## src/rtl/dmem_arbiter_if.sv

```systemverilog
// -----------------------------------------------------------------------------
// dmem_arbiter_if
//
// Bundle of every non-clock signal around the data-RAM arbiter: the two
// requester ports (p0 = pipeline load/store unit, p1 = DMA / debug loader),
// the processor halt level, and the single combinational RAM port.
//
// Modports:
//   slave  - arbiter view: takes requests and halt, drives grants, read data
//            and the RAM port, samples ram_read_data.
//   master - environment view: the requesters plus the RAM model.
//
// Signals:
//   pN_req / pN_we / pN_addr / pN_wdata   request side, held until pN_gnt
//   pN_gnt / pN_err                       one-cycle pulses in the access cycle
//   pN_rvalid / pN_rdata                  registered read return
//   halt                                  sticky "processor finished" level
//   ram_address / ram_write_data /
//   ram_mem_op / ram_read_data            single RAM port
//   ram_complete                          RAM dump strobe
//
// Default values are supplied for the shared memory macros when the
// surrounding project has not defined them.
// -----------------------------------------------------------------------------
`ifndef DATA_WIDTH
`define DATA_WIDTH 32
`endif
`ifndef MEM_OP_BITS
`define MEM_OP_BITS 2
`endif
`ifndef MEM_OP_NONE
`define MEM_OP_NONE 2'b00
`endif
`ifndef MEM_OP_READ
`define MEM_OP_READ 2'b01
`endif
`ifndef MEM_OP_WRITE
`define MEM_OP_WRITE 2'b10
`endif
`ifndef DMEMORY_SIZE
`define DMEMORY_SIZE 64
`endif

interface dmem_arbiter_if;
  // Port 0 (load/store unit)
  logic                     p0_req;
  logic                     p0_we;
  logic [`DATA_WIDTH-1:0]   p0_addr;
  logic [`DATA_WIDTH-1:0]   p0_wdata;
  logic                     p0_gnt;
  logic                     p0_rvalid;
  logic [`DATA_WIDTH-1:0]   p0_rdata;
  logic                     p0_err;
  // Port 1 (secondary master)
  logic                     p1_req;
  logic                     p1_we;
  logic [`DATA_WIDTH-1:0]   p1_addr;
  logic [`DATA_WIDTH-1:0]   p1_wdata;
  logic                     p1_gnt;
  logic                     p1_rvalid;
  logic [`DATA_WIDTH-1:0]   p1_rdata;
  logic                     p1_err;
  // Processor status
  logic                     halt;
  // RAM port
  logic [`DATA_WIDTH-1:0]   ram_address;
  logic [`DATA_WIDTH-1:0]   ram_write_data;
  logic [`MEM_OP_BITS-1:0]  ram_mem_op;
  logic [`DATA_WIDTH-1:0]   ram_read_data;
  logic                     ram_complete;

  modport slave (
    input  p0_req, p0_we, p0_addr, p0_wdata,
    output p0_gnt, p0_rvalid, p0_rdata, p0_err,
    input  p1_req, p1_we, p1_addr, p1_wdata,
    output p1_gnt, p1_rvalid, p1_rdata, p1_err,
    input  halt,
    output ram_address, ram_write_data, ram_mem_op, ram_complete,
    input  ram_read_data
  );

  modport master (
    output p0_req, p0_we, p0_addr, p0_wdata,
    input  p0_gnt, p0_rvalid, p0_rdata, p0_err,
    output p1_req, p1_we, p1_addr, p1_wdata,
    input  p1_gnt, p1_rvalid, p1_rdata, p1_err,
    output halt,
    input  ram_address, ram_write_data, ram_mem_op, ram_complete,
    output ram_read_data
  );
endinterface

```

## src/rtl/dmem_arbiter.sv

```systemverilog
// -----------------------------------------------------------------------------
// dmem_arbiter
//
// Shares the single combinational data-RAM port between two masters. Each
// access is serialised through IDLE -> ACCESS -> IDLE, so the peak rate is one
// access every two cycles. Read data is registered per port and returned with
// a one-cycle rvalid pulse the cycle after the grant. Once the processor halts
// the arbiter stops granting, spends one DRAIN cycle, then parks in DONE with
// ram_complete held high until reset.
//
// Ports:
//   clk      - clock, all state on the rising edge
//   reset_n  - asynchronous active-low reset
//   bus      - dmem_arbiter_if.slave (requesters, halt, RAM port)
//
// Parameters:
//   MEM_DEPTH - number of valid RAM words; addresses >= MEM_DEPTH are rejected
//               with err, never reach the RAM, and reads return zero.
//
// Build option:
//   DMEM_ARB_ROUND_ROBIN_EN - when defined, simultaneous requests alternate
//               (the port not granted last wins). When undefined, port 0 has
//               fixed priority and port 1 may starve.
// -----------------------------------------------------------------------------
`ifndef DATA_WIDTH
`define DATA_WIDTH 32
`endif
`ifndef MEM_OP_BITS
`define MEM_OP_BITS 2
`endif
`ifndef MEM_OP_NONE
`define MEM_OP_NONE 2'b00
`endif
`ifndef MEM_OP_READ
`define MEM_OP_READ 2'b01
`endif
`ifndef MEM_OP_WRITE
`define MEM_OP_WRITE 2'b10
`endif
`ifndef DMEMORY_SIZE
`define DMEMORY_SIZE 64
`endif

module dmem_arbiter #(
  parameter int MEM_DEPTH = `DMEMORY_SIZE
) (
  input logic           clk,
  input logic           reset_n,
  dmem_arbiter_if.slave bus
);

  localparam int DW  = `DATA_WIDTH;
  localparam int OPW = `MEM_OP_BITS;
  localparam logic [DW-1:0] LP_DEPTH = DW'(MEM_DEPTH);

  typedef enum logic [1:0] {
    ST_IDLE,
    ST_ACCESS,
    ST_DRAIN,
    ST_DONE
  } state_t;

  state_t          r_state;
  state_t          w_next_state;

  // Access latched in IDLE and replayed to the RAM during ACCESS.
  logic            r_port;      // 0 = port 0 won, 1 = port 1 won
  logic            r_we;
  logic            r_oor;       // address out of range
  logic [DW-1:0]   r_addr;
  logic [DW-1:0]   r_wdata;

  // Per-port read return.
  logic [DW-1:0]   r_p0_rdata;
  logic [DW-1:0]   r_p1_rdata;
  logic            r_p0_rvalid;
  logic            r_p1_rvalid;

  logic            w_any_req;
  logic            w_pick1;
  logic            w_capture;
  logic            w_sel_we;
  logic [DW-1:0]   w_sel_addr;
  logic [DW-1:0]   w_sel_wdata;
  logic [DW-1:0]   w_rd_value;
  logic [OPW-1:0]  w_mem_op;
  logic            w_p0_gnt;
  logic            w_p1_gnt;

  // ---------------------------------------------------------------------------
  // Arbitration
  // ---------------------------------------------------------------------------
  assign w_any_req = bus.p0_req | bus.p1_req;

`ifdef DMEM_ARB_ROUND_ROBIN_EN
  // Last-granted port; resets to port 1 so port 0 takes the first tie.
  logic r_last;
  // Port 1 wins when alone, or on a tie when port 0 was granted last.
  assign w_pick1 = bus.p1_req & (~bus.p0_req | ~r_last);
`else
  assign w_pick1 = bus.p1_req & ~bus.p0_req;
`endif

  assign w_sel_we    = w_pick1 ? bus.p1_we    : bus.p0_we;
  assign w_sel_addr  = w_pick1 ? bus.p1_addr  : bus.p0_addr;
  assign w_sel_wdata = w_pick1 ? bus.p1_wdata : bus.p0_wdata;

  // Out-of-range reads return zero instead of whatever the RAM presents.
  assign w_rd_value = r_oor ? '0 : bus.ram_read_data;

  // ---------------------------------------------------------------------------
  // Next state and RAM-side outputs
  // ---------------------------------------------------------------------------
  // NOTE: every signal is given a default before the case statement so no
  // path leaves a value unassigned, which would otherwise infer a latch.
  always_comb begin
    w_next_state = r_state;
    w_capture    = 1'b0;
    w_mem_op     = `MEM_OP_NONE;
    w_p0_gnt     = 1'b0;
    w_p1_gnt     = 1'b0;

    case (r_state)
      ST_IDLE: begin
        // halt beats any pending request; that request is never granted.
        if (bus.halt) begin
          w_next_state = ST_DRAIN;
        end else if (w_any_req) begin
          w_capture    = 1'b1;
          w_next_state = ST_ACCESS;
        end
      end
      ST_ACCESS: begin
        w_p0_gnt     = ~r_port;
        w_p1_gnt     = r_port;
        if (!r_oor) begin
          w_mem_op = r_we ? `MEM_OP_WRITE : `MEM_OP_READ;
        end
        w_next_state = ST_IDLE;
      end
      ST_DRAIN: begin
        w_next_state = ST_DONE;
      end
      ST_DONE: begin
        w_next_state = ST_DONE;
      end
      default: begin
        w_next_state = ST_IDLE;
      end
    endcase
  end

  // ---------------------------------------------------------------------------
  // State and datapath registers
  // ---------------------------------------------------------------------------
  // NOTE: sequential state uses non-blocking assignments so every register
  // samples pre-edge values, independent of statement order.
  always_ff @(posedge clk or negedge reset_n) begin
    if (!reset_n) begin
      r_state     <= ST_IDLE;
      r_port      <= 1'b0;
      r_we        <= 1'b0;
      r_oor       <= 1'b0;
      r_addr      <= '0;
      r_wdata     <= '0;
      r_p0_rdata  <= '0;
      r_p1_rdata  <= '0;
      r_p0_rvalid <= 1'b0;
      r_p1_rvalid <= 1'b0;
`ifdef DMEM_ARB_ROUND_ROBIN_EN
      r_last      <= 1'b1;
`endif
    end else begin
      r_state     <= w_next_state;
      r_p0_rvalid <= 1'b0;
      r_p1_rvalid <= 1'b0;

      if (w_capture) begin
        r_port  <= w_pick1;
        r_we    <= w_sel_we;
        r_addr  <= w_sel_addr;
        r_wdata <= w_sel_wdata;
        r_oor   <= (w_sel_addr >= LP_DEPTH);
      end

      if (r_state == ST_ACCESS) begin
        // Capture the combinational RAM result at the end of the access cycle.
        if (!r_we) begin
          if (r_port) begin
            r_p1_rdata  <= w_rd_value;
            r_p1_rvalid <= 1'b1;
          end else begin
            r_p0_rdata  <= w_rd_value;
            r_p0_rvalid <= 1'b1;
          end
        end
`ifdef DMEM_ARB_ROUND_ROBIN_EN
        // Pointer moves only when a grant actually happens.
        r_last <= r_port;
`endif
      end
    end
  end

  // ---------------------------------------------------------------------------
  // Output mapping
  // ---------------------------------------------------------------------------
  assign bus.p0_gnt    = w_p0_gnt;
  assign bus.p1_gnt    = w_p1_gnt;
  assign bus.p0_err    = w_p0_gnt & r_oor;
  assign bus.p1_err    = w_p1_gnt & r_oor;
  assign bus.p0_rvalid = r_p0_rvalid;
  assign bus.p1_rvalid = r_p1_rvalid;
  assign bus.p0_rdata  = r_p0_rdata;
  assign bus.p1_rdata  = r_p1_rdata;

  assign bus.ram_mem_op     = w_mem_op;
  assign bus.ram_address    = r_addr;
  assign bus.ram_write_data = r_wdata;
  assign bus.ram_complete   = (r_state == ST_DONE);

endmodule

```

## src/flat_wrapper.sv

```systemverilog
// flat-port wrapper written by rule: the top's interface ports become plain ports
module dmem_arbiter_flat 
#(
  parameter int MEM_DEPTH = `DMEMORY_SIZE
)
  (clk, reset_n, bus_p0_req, bus_p0_we, bus_p0_addr, bus_p0_wdata, bus_p0_gnt, bus_p0_rvalid, bus_p0_rdata, bus_p0_err, bus_p1_req, bus_p1_we, bus_p1_addr, bus_p1_wdata, bus_p1_gnt, bus_p1_rvalid, bus_p1_rdata, bus_p1_err, bus_halt, bus_ram_address, bus_ram_write_data, bus_ram_mem_op, bus_ram_complete, bus_ram_read_data);
  dmem_arbiter_if bus_i ();
  input logic clk;
  input logic reset_n;
  input wire logic [$bits(bus_i.p0_req)-1:0] bus_p0_req;
  input wire logic [$bits(bus_i.p0_we)-1:0] bus_p0_we;
  input wire logic [$bits(bus_i.p0_addr)-1:0] bus_p0_addr;
  input wire logic [$bits(bus_i.p0_wdata)-1:0] bus_p0_wdata;
  output wire logic [$bits(bus_i.p0_gnt)-1:0] bus_p0_gnt;
  output wire logic [$bits(bus_i.p0_rvalid)-1:0] bus_p0_rvalid;
  output wire logic [$bits(bus_i.p0_rdata)-1:0] bus_p0_rdata;
  output wire logic [$bits(bus_i.p0_err)-1:0] bus_p0_err;
  input wire logic [$bits(bus_i.p1_req)-1:0] bus_p1_req;
  input wire logic [$bits(bus_i.p1_we)-1:0] bus_p1_we;
  input wire logic [$bits(bus_i.p1_addr)-1:0] bus_p1_addr;
  input wire logic [$bits(bus_i.p1_wdata)-1:0] bus_p1_wdata;
  output wire logic [$bits(bus_i.p1_gnt)-1:0] bus_p1_gnt;
  output wire logic [$bits(bus_i.p1_rvalid)-1:0] bus_p1_rvalid;
  output wire logic [$bits(bus_i.p1_rdata)-1:0] bus_p1_rdata;
  output wire logic [$bits(bus_i.p1_err)-1:0] bus_p1_err;
  input wire logic [$bits(bus_i.halt)-1:0] bus_halt;
  output wire logic [$bits(bus_i.ram_address)-1:0] bus_ram_address;
  output wire logic [$bits(bus_i.ram_write_data)-1:0] bus_ram_write_data;
  output wire logic [$bits(bus_i.ram_mem_op)-1:0] bus_ram_mem_op;
  output wire logic [$bits(bus_i.ram_complete)-1:0] bus_ram_complete;
  input wire logic [$bits(bus_i.ram_read_data)-1:0] bus_ram_read_data;
  assign bus_i.p0_req = bus_p0_req;
  assign bus_i.p0_we = bus_p0_we;
  assign bus_i.p0_addr = bus_p0_addr;
  assign bus_i.p0_wdata = bus_p0_wdata;
  assign bus_p0_gnt = bus_i.p0_gnt;
  assign bus_p0_rvalid = bus_i.p0_rvalid;
  assign bus_p0_rdata = bus_i.p0_rdata;
  assign bus_p0_err = bus_i.p0_err;
  assign bus_i.p1_req = bus_p1_req;
  assign bus_i.p1_we = bus_p1_we;
  assign bus_i.p1_addr = bus_p1_addr;
  assign bus_i.p1_wdata = bus_p1_wdata;
  assign bus_p1_gnt = bus_i.p1_gnt;
  assign bus_p1_rvalid = bus_i.p1_rvalid;
  assign bus_p1_rdata = bus_i.p1_rdata;
  assign bus_p1_err = bus_i.p1_err;
  assign bus_i.halt = bus_halt;
  assign bus_ram_address = bus_i.ram_address;
  assign bus_ram_write_data = bus_i.ram_write_data;
  assign bus_ram_mem_op = bus_i.ram_mem_op;
  assign bus_ram_complete = bus_i.ram_complete;
  assign bus_i.ram_read_data = bus_ram_read_data;
  dmem_arbiter #(.MEM_DEPTH(MEM_DEPTH)) u_core (.clk(clk), .reset_n(reset_n), .bus(bus_i));
endmodule
```

## config.mk

```make
export PLATFORM = sky130hd
export DESIGN_NAME = dmem_arbiter_flat
export DESIGN_NICKNAME = d
export VERILOG_FILES = /design/src/rtl/dmem_arbiter_if.sv /design/src/rtl/dmem_arbiter.sv /design/src/flat_wrapper.sv
export SDC_FILE = /design/constraint.sdc
export NUM_CORES = 1
export LEC_CHECK = 0
export BUFFER_PORTS_ARGS = -buffer_cell sky130_fd_sc_hd__buf_2
export CAP_MARGIN = 20
export CORE_MARGIN = 4
export CORE_UTILIZATION = 45
export DETAILED_ROUTE_END_ITERATION = 16
export PLACE_DENSITY_LB_ADDON = 0.1
export SLEW_MARGIN = 15
export SYNTH_ARGS = -nofsm -noshare
export SYNTH_HDL_FRONTEND = slang
export SYNTH_SLANG_ARGS = --single-unit
```

## constraint.sdc

```tcl
create_clock -name clk -period 2.06 [get_ports clk]
set_input_delay 0.618 -clock clk [delete_from_list [all_inputs] [get_ports clk]]
set_output_delay 0.618 -clock clk [all_outputs]
set_load 0.005 [all_outputs]
```

# After elaboration in Yosys (flattened, before gate mapping)
# Index checks and enable logic that the tools add are counted.
# Widths: inputs -> output; s select.
[classes] add_sub_neg=0 n_mul=0 div_mod_pow=0 magnitude_cmp=1 eq_ne=4 shift=0 mux=21 bitwise=7 reduce_logical=4
[op_table] operator="$mux 32" n=3
[op_table] operator="$ge 32x7->1 const B" n=1
[op_table] operator="$mux 1" n=12
[op_table] operator="$mux 2" n=5
[op_table] operator="$pmux 2 s3" n=1
[op_table] operator="$reduce_and 3->1" n=2
[op_table] operator="$eq 2x2->1 const B" n=2
[op_table] operator="$and 1x1->1" n=3
[op_table] operator="$ne 3x2->1 const B" n=1
[op_table] operator="$not 1->1" n=3
[op_table] operator="$eq 2x1->1 const B" n=1
[op_table] operator="$logic_not 2->1" n=1
[op_table] operator="$reduce_or 2->1" n=1
[op_table] operator="$or 1x1->1" n=1
[totals] regBits=135 latchBits=0 mem_bits_rw=0 mem_bits_ro=0 in_bits=167 out_inout_bits=137 wordCells=47 memories=0

# Longest topological paths before layout
[logic_depth] depth_word=4 ltp_mapped=7 ltp_nobuf=4

# Worst setup path after synthesis
# Ideal clock, no wire load.
[synth_path] path_type="input to register" startpoint="input port bus_p1_addr[7]" endpoint="register u_core.r_oor" setup_ns=0.130 arrival_time_ns=1.695 required_time_ns=1.930 path_slack_ns=0.235 cell_stages=4 path_buffers=0 path_cell_list="or4_1 > or4_1 > o22ai_2 > a31oi_1"
[synth_via] elab_chain_cells=2
[synth_rtl] item="start: declaration" line_no="flat_wrapper.sv:20" rtl="input wire logic [$bits(bus_i.p1_addr)-1:0] bus_p1_addr;"
[synth_rtl] item="$mux 32" line_no="dmem_arbiter.sv:105" rtl="assign w_sel_addr = w_pick1 ? bus.p1_addr : bus.p0_addr;"
[synth_rtl] item="$ge 32x7->1" line_no="dmem_arbiter.sv:183" rtl="r_oor <= (w_sel_addr >= LP_DEPTH);"
[synth_rtl] item="end signal: assignment" line_no="dmem_arbiter.sv:183"
[synth_rtl] item="end: declaration" line_no="dmem_arbiter.sv:69" rtl="logic r_oor;"
# Every way passes these cells.
# A chain may end at the register's enable or synchronous reset.

# Worst setup path in the final report
[layout_path] startpoint="register u_core.r_state[1]" endpoint="output port bus_ram_mem_op[1]"
[layout_via] elab_chain_cells=2
[layout_rtl] item="start: declaration" line_no="dmem_arbiter.sv:63" rtl="state_t r_state;"
[layout_rtl] item="start signal: assignment" line_no="dmem_arbiter.sv:174" rtl="r_state <= w_next_state;"
[layout_rtl] item="$eq 2x1->1" line_no="dmem_arbiter.sv:123" rtl="case (r_state)"
[layout_rtl] item="$mux 2" line_no="dmem_arbiter.sv:123"
[layout_rtl] item="end: declaration" line_no="flat_wrapper.sv:29" rtl="output wire logic [$bits(bus_i.ram_mem_op)-1:0] bus_ram_mem_op;"
# Every way passes these cells.

==> out/metrics.cfg <==
[power]
switching_power_of_the_nets_mw = 3.15
power_report.internal_total_mw = 7.10
cellPowerDensity_nw_per_um2 = 1260
switching_share = 0.308
combPwrFrac = 0.272
power_leakage_nw = 4.56
power_frac_seq = 0.428
p_clk_frac = 0.300
peak_supply_drop_mv = 0.471

[outcome]
status = complete, no violations

[placement]
finalWeightedCongestion = 0.962
pre_cts_slack_ns = -0.0178
port_buffer_count = 303
placement.cell_area_um2 = 7540
hpwlAfterDp_um = 12700

[die]
die_y_um = 122
die_w_um = 122
rows = 41
initial_core_util = 0.461
floorplan.core_area_um2 = 12600
die-area_um2 = 14800
ioPinCount = 304

[grt]
first_global_vias = 5142
gr-total-overflow = 0
initial_antenna_violation_count = 1
grtUsageTotal = 0.220
maximum_number_of_pins_on_one_net_before_global_route_repair = 81
grt_pass1_wl_um = 25500

[synth]
synth_ff_type = sky130_fd_sc_hd__dfrtp_1
ys_async_sr_fraction = 1.00
synth_enable_flop_cells = 0
yosys_warnings = 0
synth_largest_type_area_fraction = 0.581
synth_cell_type_count = 28
yosys.area.top_type = sky130_fd_sc_hd__dfrtp_1
ys_seq_area_frac = 0.581
avgSynthCellArea_um2 = 10.1
netlist_top_cells_area = sky130_fd_sc_hd__dfrtp_1 (58%), sky130_fd_sc_hd__mux2i_1 (11%), sky130_fd_sc_hd__o21ai_0 (11%)
post-synth-top-count-cell = sky130_fd_sc_hd__dfrtp_1
syn-num-nets = 742
synthesized_instance_count = 575
synth-seq-cells = 135
ys_top_cells_by_count = sky130_fd_sc_hd__dfrtp_1 (135), sky130_fd_sc_hd__nand2_1 (129), sky130_fd_sc_hd__o21ai_0 (124)
netlist_area_um2 = 5810

[critical_path]
crit_path_end_kind = primary output
r2r_cells = 5
reg2reg_slack_ns = 0.35
critical_path_peak_fanout = 6
critPathRequiredTime_ns = 1.44
timing.rr.end = u_core.bus.p0_rdata[3]
critPathLaunchType = register
critical_path_class = reg -> out
critical_path.reg2reg.startpoint = u_core.r_state[1]
data_arrival_time_at_the_worst_slack_endpoint_ns = 1.36

[clocking]
clock_insertion_delay_worst_skew_ns = 0.41
hold_buffers = 0
clock_root_buffer = sky130_fd_sc_hd__clkbuf_16
tritoncts = yes
numClockSinks = 135
clkTransAtPathRegs_ns = 0.06
cts.path.max_buffers = 2
number_of_cts_inserted_buffers = 17
htree_num_levels = 4
cts_setup_buffers = 0

[sta]
finalClockSkew_ns = 0.00830
fin_crit_sh = 0.960
finalMaxSlewViolations = 0
grt_setup_unrepaired = no
timing.slew.headroom = 0.604
report.final.hold_viol_count = 0
max_freq_mhz = 506
post-route-worst-setup-slack_ns = 0.0826
final.hold.worst_slack_ns = 0.123
setup_viol = 0
worst_slew_pin_slew_ns = 0.594
fin_crit_ns = 1.98

[cells_and_area]
num-fill-cells = 1097
final_core_utilization = 0.647
final_cell_area_um2 = 8160
final_layout_size_suffix_gt1_frac = 0.401
n_antenna_cell = 0
synthToLayoutAreaGrowth_pct = 40.4
layout_net_count = 1035

[route]
wirelength_um = 16600
routed-via-count = 5151
route.detailed.drc = 0
antenna_left = 0
drc_violation_total_after_the_first_tritonroute_iteration = 332
drt-pass1-iter-count = 4
routed_via_count_divided_by_cell_count = 4.90
avgRoutedWirePerCell_um = 15.8

[worst_hold_path]
worst_hold_path_type = in -> async

[flow_run]
maxCapViolCount = 0

state kept, by name, indices dropped and copies added, names as in the netlist:
register and flops:
u_core.r_we 1, u_core.bus.p1_rvalid 1, u_core.bus.p1_rdata 32, u_core.r_state 2, u_core.bus.ram_address 32, u_core.bus.ram_write_data 32
u_core.bus.p0_rvalid 1, u_core.r_oor 1, u_core.r_port 1, u_core.bus.p0_rdata 32
worst max path at each step:
stage / start / endpoint / depth (start not counted)
after floorplan: bus_p1_addr[7] / u_core.r_oor / 4
after global placement: bus_p1_addr[7] / u_core.r_oor / 5
after detailed placement: bus_p1_addr[7] / u_core.r_oor / 5
after CTS: u_core.r_state[1] / bus_ram_mem_op[1] / 3
after global routing: u_core.r_state[1] / bus_p0_err / 4
final: u_core.r_state[1] / bus_ram_mem_op[1] / 3
worst max-delay path: stages, from the launching register on:
cell and delay (ns):
sky130_fd_sc_hd__dfrtp_1 0.42, sky130_fd_sc_hd__nand2b_4 0.17, sky130_fd_sc_hd__nor3b_1 0.20, sky130_fd_sc_hd__buf_2 0.16
routing by layer:
| metal | wire length, um | vias to the layer above | track usage | share of wire |
|---|---|---|---|---|
| li1 | - | 2539 | - | - |
| met3 | 1410 | 33 | 0.0673 | 0.085 |
| met5 | 12 | - | 0 | 0.00072 |
| met1 | 6480 | 2356 | 0.265 | 0.39 |
| met4 | 393 | 2 | 0.0805 | 0.024 |
| met2 | 8340 | 221 | 0.375 | 0.50 |
what timing repair did:
item | 4_1_cts | 5_1_grt
gates resized for setup | 1 | 3
setup endpoints to repair | 1 | 3
endpoints found under the hold margin | 0 | 0
per-stage QoR:
step | instances | TNS [ns] | power, mW
after CTS | 1052 | 0 | 10.4
after floorplan | 575 | 0 | 5.46
final | 1052 | 0 | 10.3
after detailed placement | 1021 | -0.0178 | 7.27
after global placement | 1021 | 0 | 7.15
after global routing | 1052 | 0 | 11.0
power groups by stage:
stage,Sequential [mW],Clock [mW],Combinational [mW]
final,4.39,3.07,2.79
after detailed placement,4.42,0,2.85
after floorplan,4.48,0,0.979
after global placement,4.38,0,2.77
after global routing,4.54,3.27,3.18
after CTS,4.40,3.14,2.85
cells in the final DEF (no fill, tap or decap), types with 2 or more instances in the layout:
master                       Yosys  layout
sky130_fd_sc_hd__or4_1           3       3
sky130_fd_sc_hd__o21ai_0       124     124
sky130_fd_sc_hd__mux2i_1        65      65
sky130_fd_sc_hd__clkbuf_8        0       2
sky130_fd_sc_hd__clkinvlp_4      0       3
sky130_fd_sc_hd__a21oi_1         2       2
sky130_fd_sc_hd__clkinv_2        0       2
sky130_fd_sc_hd__dfrtp_1       135     134
sky130_fd_sc_hd__clkbuf_16       0      17
sky130_fd_sc_hd__nor3_1          4       4
sky130_fd_sc_hd__nand3_1         2       2
sky130_fd_sc_hd__buf_2          18     302
sky130_fd_sc_hd__and2_1          3       3
sky130_fd_sc_hd__nor2_1          4       3
sky130_fd_sc_hd__bufinv_16       0       3
sky130_fd_sc_hd__nand2_1       129     129
sky130_fd_sc_hd__buf_12          0       6
sky130_fd_sc_hd__nand2b_4        0       2
sky130_fd_sc_hd__nand2b_1       35      33
sky130_fd_sc_hd__buf_4           3       5
sky130_fd_sc_hd__nand4_1         2       2
sky130_fd_sc_hd__o21ai_1         6       5
sky130_fd_sc_hd__nor4_1          7       7
sky130_fd_sc_hd__inv_1           4       4
sky130_fd_sc_hd__clkinv_4        0       2
layout make-up:
type / instances / area, um2 / area share
Sequential cell: 135 / 3380 / 0.414
Multi-Input combinational cell: 396 / 2270 / 0.278
Timing Repair Buffer: 314 / 1680 / 0.206
Clock buffer: 20 / 457 / 0.0560
Tap cell: 172 / 215 / 0.0264
Clock inverter: 11 / 149 / 0.0182
Inverter: 4 / 15.0 / 0.00184
cells by family (layout without fill, tap and decap cells):
logic type	after synthesis	count (layout)	share of synthesized area
AOI/OAI and AO/OA	137	137	0.121
muxes	65	65	0.112
and+or+nand+nor	194	194	0.152
DFF	135	135	0.581
buffers and inverters	44	349	0.0342
Note: power is estimated with default switching activity, not from simulation.
